$ cat src/rtl/regfile_write_arbiter.sv
// Shares the register file write port between pipeline writeback (priority) and
// a buffered multi-cycle unit, with an age-based writeback bubble against starvation.
module regfile_write_arbiter #(
  parameter int DEPTH    = 2,
  parameter int MAX_WAIT = 4
) (
  input  logic                         clk,
  input  logic                         reset_n,
  input  logic                         wb_valid,
  input  logic [4:0]                   wb_reg,
  input  logic [63:0]                  wb_data,
  input  logic                         mc_valid,
  output logic                         mc_ready,
  input  logic [4:0]                   mc_reg,
  input  logic [63:0]                  mc_data,
  output logic                         stall_wb,
  output logic                         RegWrite,
  output logic [4:0]                   WriteRegister,
  output logic [63:0]                  WriteData,
  output logic [31:0]                  busy_mask,
  output logic [$clog2(DEPTH+1)-1:0]   occupancy
);

  localparam int PW = (DEPTH > 1) ? $clog2(DEPTH) : 1;
  localparam int OW = $clog2(DEPTH + 1);
  localparam int AW = $clog2(MAX_WAIT + 1);
  localparam logic [OW-1:0] DEPTH_C    = OW'(DEPTH);
  localparam logic [PW-1:0] LAST_PTR   = PW'(DEPTH - 1);
  localparam logic [AW-1:0] MAX_WAIT_C = AW'(MAX_WAIT);

  logic [4:0]       fifo_reg  [DEPTH];
  logic [63:0]      fifo_data [DEPTH];
  logic [DEPTH-1:0] entry_vld;
  logic [PW-1:0]    head, tail;
  logic [OW-1:0]    occ;
  logic [AW-1:0]    age;
  logic             fifo_empty, push, pop;
  logic             sel_valid;

  assign fifo_empty = (occ == '0);
  assign mc_ready   = (occ < DEPTH_C);
  // Register 31 completes the handshake but is dropped rather than buffered.
  assign push       = mc_valid && mc_ready && (mc_reg != 5'd31);
  assign pop        = !wb_valid && !fifo_empty;
  assign stall_wb   = (age == MAX_WAIT_C);
  assign occupancy  = occ;

  always_comb begin
    sel_valid     = 1'b0;
    WriteRegister = '0;
    WriteData     = '0;
    if (wb_valid) begin
      sel_valid     = 1'b1;
      WriteRegister = wb_reg;
      WriteData     = wb_data;
    end else if (!fifo_empty) begin
      sel_valid     = 1'b1;
      WriteRegister = fifo_reg[head];
      WriteData     = fifo_data[head];
    end
  end

  assign RegWrite = reset_n && sel_valid && (WriteRegister != 5'd31);

  always_comb begin
    busy_mask = '0;
    for (int i = 0; i < DEPTH; i++) begin
      if (entry_vld[i]) busy_mask[fifo_reg[i]] = 1'b1;
    end
  end

  always_ff @(posedge clk) begin
    if (push) begin
      fifo_reg[tail]  <= mc_reg;
      fifo_data[tail] <= mc_data;
    end
  end

  always_ff @(posedge clk or negedge reset_n) begin
    if (!reset_n) begin
      head      <= '0;
      tail      <= '0;
      occ       <= '0;
      age       <= '0;
      entry_vld <= '0;
    end else begin
      if (pop) begin
        entry_vld[head] <= 1'b0;
        head            <= (head == LAST_PTR) ? '0 : head + PW'(1);
      end
      if (push) begin
        entry_vld[tail] <= 1'b1;
        tail            <= (tail == LAST_PTR) ? '0 : tail + PW'(1);
      end
      case ({push, pop})
        2'b10:   occ <= occ + OW'(1);
        2'b01:   occ <= occ - OW'(1);
        default: occ <= occ;
      endcase
      if (fifo_empty || pop) age <= '0;
      else if (age != MAX_WAIT_C) age <= age + AW'(1);
    end
  end

endmodule

$ cat config.mk
export PLATFORM = sky130hd
export DESIGN_NAME = regfile_write_arbiter
export DESIGN_NICKNAME = d
export VERILOG_FILES = /design/src/rtl/regfile_write_arbiter.sv
export SDC_FILE = /design/constraint.sdc
export NUM_CORES = 1
export LEC_CHECK = 0
export CAP_MARGIN = 20
export CORE_MARGIN = 3
export CORE_UTILIZATION = 49
export CTS_BUF_LIST = sky130_fd_sc_hd__clkbuf_2 sky130_fd_sc_hd__clkbuf_4 sky130_fd_sc_hd__clkbuf_8
export DETAILED_ROUTE_END_ITERATION = 6
export HOLD_SLACK_MARGIN = 0.03
export PLACE_DENSITY = 0.85
export SETUP_SLACK_MARGIN = 0.05
export SYNTH_ARGS = -nofsm -noshare
export SYNTH_HDL_FRONTEND = slang
export SYNTH_SLANG_ARGS = --single-unit
$ cat constraint.sdc
create_clock -name clk -period 9.9 [get_ports clk]
set_clock_uncertainty 0.05 [all_clocks]
set_input_delay 0.99 -clock clk [delete_from_list [all_inputs] [get_ports clk]]
set_output_delay 0.99 -clock clk [all_outputs]
set_load 0.03 [all_outputs]
# Word-level counts from Yosys, hierarchy flattened
# Memory sizes are Yosys's and may differ from the RTL's.
# Index checks and enable logic that the tools add are counted.
dict set report totals {
  regBits 9
  latch_bits 0
  mem_bits_rw 138
  romBits 0
  inputBits 142
  output_inout_bits 106
  wordCells 71
  n_memories 2
}
# memory words word_bits read_ports rd_clocked_by_memory_dff write_ports line
set memory_table {}
lappend memory_table {fifo_data 2 64 1 0 1 32} ;# logic [63:0] fifo_data [DEPTH];
lappend memory_table {fifo_reg 2 5 3 0 1 31} ;# logic [4:0] fifo_reg [DEPTH];
dict set report classes {
  add_sub_neg 5
  n_mul 0
  div 0
  magnitude_cmp 9
  n_eq_ne 6
  n_shift 0
  muxes 25
  bitwise_logic 4
  reduce_logical 15
}
# operator n
set ops {}
lappend ops {{2-to-1 mux 64 bit} 2}
lappend ops {{2-to-1 mux 32 bit} 2}
lappend ops {{OR 32 bit} 1}
lappend ops {{less-than comparator 5 x 6 -> 1 bit (second input constant)} 2}
lappend ops {{demux 1 bit (select 5 bit)} 2}
lappend ops {{greater-or-equal comparator 5 x 1 -> 1 bit (second input constant)} 2}
lappend ops {{2-to-1 mux 1 bit} 10}
lappend ops {{2-to-1 mux 5 bit} 2}
lappend ops {{inequality test 5 bit (second input constant)} 2}
lappend ops {{logical AND 1 bit} 9}
lappend ops {{2-to-1 mux 3 bit} 2}
lappend ops {{less-than comparator 1 x 2 -> 1 bit (second input constant)} 2}
lappend ops {{2-to-1 mux 2 bit} 2}
lappend ops {{case mux 2 bit (2 select lines)} 1}
lappend ops {{nonzero test 2 bit} 2}
lappend ops {{adder 3 x 1 -> 3 bit (second input constant)} 1}
lappend ops {{== test 3 bit (second input constant)} 1}
lappend ops {{inequality test 3 bit (second input constant)} 1}
lappend ops {{adder 1 bit (second input constant)} 2}
lappend ops {{adder 2 x 1 -> 2 bit (second input constant)} 1}
lappend ops {{AND 2 bit} 1}
lappend ops {{demux 1 bit (select 1 bit)} 2}
lappend ops {{== test 2 x 1 -> 1 bit (second input constant)} 1}
lappend ops {{== test 2 bit (second input constant)} 1}
lappend ops {{8 further kinds} 10}

# Longest topological paths before layout
dict set report depth {
  depth_word 9
  mapped_depth 8
  mapped_depth_nobuf 6
}

# Worst setup path after synthesis
# Ideal clock, no wire load.
dict set report synth_path {
  path_type {in2reg}
  startpoint {input mc_reg[2]}
  endpoint {memory fifo_data[1][0], enable pin}
  setup_time_ns 0.498
  t_arrival_ns 4.181
  required_ns 9.352
  slack_ns 5.170
  cell_stages 3
  n_path_buf 0
  cell_sequence {nand3_1 > o211ai_1 > nor2_1}
}
dict set report synth_via {
  elab_chain_cells 4
}
# element line
set synth_lines {}
lappend synth_lines {{start: declaration} 14} ;# input logic [4:0] mc_reg,
lappend synth_lines {{inequality test 5 bit} 43} ;# assign push = mc_valid && mc_ready && (mc_reg != 5'd31);
lappend synth_lines {{logical AND 1 bit} 43}
lappend synth_lines {{2-to-1 mux 1 bit} 73} ;# if (push) begin
lappend synth_lines {{2-to-1 mux 1 bit (not written as such)} 75} ;# fifo_data[tail] <= mc_data;
lappend synth_lines {{end: declaration} 32}
# No other way between the ends.

# Worst setup path in the final report
dict set report layout_path {
  startpoint {input wb_valid}
  endpoint {output RegWrite}
}
dict set report layout_via {
  elab_chain_cells 3
  word_cells_on_any_way 5
  cone_classes {eq/ne: 1; mux: 2; reduce/logical: 2}
}
# element line
set layout_lines {}
lappend layout_lines {{start: declaration} 9} ;# input logic wb_valid,
lappend layout_lines {{2-to-1 mux 5 bit / 2-to-1 mux 1 bit (equally long branches)} 52} ;# if (wb_valid) begin
lappend layout_lines {{inequality test 5 bit / logical AND 1 bit (equally long branches)} 63} ;# assign RegWrite = reset_n && sel_valid && (WriteRegister != 5'd31);
lappend layout_lines {{logical AND 1 bit (*)} 63}
lappend layout_lines {{end: declaration} 17} ;# output logic RegWrite,
# Mark *: on every way between the ends. The rest lies on a longest branch, timed or not.

==> results.txt <==
Final wirelength - 16,100 microns
Ports - 248
Warnings, synthesis - 0
DIE HEIGHT - 121 microns
Syn_nets - 628
Startpoint types - input pin
Clock sinks - 147
Fin crit period - 4.49 ns
Post-Synth Adder-Cell Area - 0.580%
Antenna violations before repair - 0
Crit path required time - 8.86 ns
DRC errors left - 0
Area taken by multi-input logic gates - 1910 sq um
H-tree depth - 4
Post-detail-place hpwl - 11,700 microns
Synthesized flop and latch total - 147
CORE AREA - 12,800 sq um
Class of the worst hold path - reg2reg
Drt first-iter violations - 227
Remaining global-route overflow - 0
Mapped Cells - 483
Synth Area per Inst - 13.4 sq um
Status - complete, no violations
Hold-fix buffers, CTS - 0
Setup TNS - 0 ns
Synth top area share - 64.0%
Number of distinct library cells after synthesis - 27
Worst-Skew Late Latency - 0.43 ns
Post-Synth XOR/XNOR Area - 0.812%
Worst Setup Slack post-DPL - 5.41 ns
Overall power - 2.19 mW
Placed Cells - 876
Fillers - 811
Synth top area cells - edfxtp_1 64%, mux2i_1 11%, o21ai_0 5.5%, nand2_1 4.5%, dfrtp_1 3.5%
Maxcap violations - 0
Finish-stage setup viols - 0
IO Port Bufs - 247
Final hold violations - 0
Largest net degree at the start of global routing - 73
Gpl congestion - 0.925
Reg clk slew, reported paths - 0.07 ns
Num CTS Buffers - 17
Initial core utilization - 50.7%
Post-synthesis mux area share - 10.7%
Slack of the critical path - 5.41 ns
RSZ-0062 raised after global routing - no
Final period util - 45.3%
Max reg flops - 128
Pwr Density - 232 nW/um^2
Peak supply drop - 0.132 mV
GRT Util Overall - 22.0%
Post-CTS setup buffer count - 0
Vias in the first global route - 4,919
Leakage - 3.38 nW
Worst-path maximum fanout - 72
Pins Over Slew Limit - 0
Chip width - 121 microns
CP Capture Type - primary output
Finished Layout Cells - 907
Post-DRT Antenna Nets - 0
Clock root buffer - clkbuf_8
Synth-to-Final Area Change - 45.8%
Die Area - 14,600 sq um
Design area - 9430 sq um
Compound-Gate Fraction of Synth Area - 9.40%
Post-CTS resize count - 0
CTS tree - built
# diodes - 0
Pre-antenna DRT Iters - 5
Vias per inst - 5.39
F_max - 0.223 GHz
DR WL/cell - 17.7 microns
Max clock buf depth - 2
Largest family of logic cells by synthesized area - multiplexers
Critical path arrival - 3.45 ns
Slew headroom - 38.7%
Synthesized area - 6470 sq um
Worst-Margin Slew - 0.917 ns
Sequential area share after synthesis - 67.5%
Final #Nets - 868
Cell taking the most area after synthesis - edfxtp_1
# rows - 41
Reg area - 4370 sq um
DR vias - 4,891
Post-Synth Simple-Gate Area - 7.85%
First-pass GRT wire length - 24,500 microns
Share of layout cells above drive strength 1 - 5.71%
Crit path kind - in2out
Area after DPL - 9030 sq um
per-layer routing:
layer  GRT usage [%]  routed length (microns)  vias up
li1                -                        -     2294
met1            23.8                     5940     2284
met2            39.8                     8380      270
met3            6.95                     1320       43
met5               0                        0        -
met4            9.14                      450        0
path summary, 6_finish.rpt:
kind	startpoint	to	slack (ns)	cells past startpoint
worst max register to register	occupancy[1]	fifo_data[0][0]	7.21	4
worst max-delay path	wb_valid	RegWrite	5.41	7
worst min register to register	tail	tail	0.51	1
min in group asynchronous	reset_n	age[2]	0.81	1
max in group asynchronous	reset_n	head	8.65	1
worst min-delay path	tail	tail	0.51	1
critical path, stage by stage:
cell and delay [ns]:
buf_2 0.08, buf_4 0.56, o21bai_4 0.46, o21ai_0 0.26, and4_1 0.25, a21oi_1 0.14, clkdlybuf4s50_1 0.68
report_power, final:
group	switching, mW	internal [mW]
logic	0.472	0.351
clock network	0.218	0.250
registers	0.0852	0.813
total	0.774	1.41
final cells by class:
class	count	share of cell area, %
clock inverters	13	1.71
multi-input cells	299	20.3
well taps	172	2.28
clock buffers	18	2.56
flip-flops and latches	147	46.4
inverters	6	0.239
repair buffers	252	26.6
synthesized netlist by cell type:
cell / instances
a21oi_1: 2
nand3_1: 5
or2_2: 1
o21bai_4: 1
nand2_1: 78
clkbuf_2: 2
buf_2: 2
nor3_1: 1
inv_1: 6
nor2_1: 8
buf_6: 6
nand3b_1: 10
xnor2_1: 6
a21o_1: 1
and4_1: 1
clkbuf_1: 17
o21ai_0: 71
ha_1: 3
o21ai_2: 1
buf_4: 4
or3_1: 2
or3b_1: 6
o22ai_1: 32
edfxtp_1: 138
dfrtp_1: 9
o211ai_1: 1
mux2i_1: 69
stage by stage:
stage	utilization (%)	hold slack (ns)
6_report	73.8	0.515
3_5_place_dp	70.7	0.509
4_1_cts	73.8	0.521
5_1_grt	73.8	0.539
3_3_place_gp	70.7	0.478
2_1_floorplan	-	0.433
placed cells by master (no fill, tap or decap), types with 2 or more instances in the layout:
| cell type | netlist | final |
|---|---|---|
| clkdlybuf4s50_1 | 0 | 246 |
| edfxtp_1 | 138 | 138 |
| nand2_1 | 78 | 78 |
| o21ai_0 | 71 | 71 |
| mux2i_1 | 69 | 69 |
| o22ai_1 | 32 | 32 |
| clkbuf_8 | 0 | 17 |
| nand3b_1 | 10 | 10 |
| dfrtp_1 | 9 | 8 |
| inv_1 | 6 | 6 |
| nor2_1 | 8 | 6 |
| or3b_1 | 6 | 6 |
| xnor2_1 | 6 | 6 |
| nand3_1 | 5 | 5 |
| buf_4 | 4 | 5 |
| ha_1 | 3 | 3 |
| clkinvlp_4 | 0 | 3 |
| clkinv_4 | 0 | 3 |
| bufinv_16 | 0 | 3 |
| or3_1 | 2 | 2 |
| nor2_4 | 0 | 2 |
| a21oi_1 | 2 | 2 |
| clkinv_2 | 0 | 2 |
kinds of logic after synthesis:
family	count (synthesis)
flops	147
simple gates	112
compound gates	109
mux	69
buf+inv	37
xor+xnor	6
fa+ha+maj	3
Power figures use the tool's default switching activity.
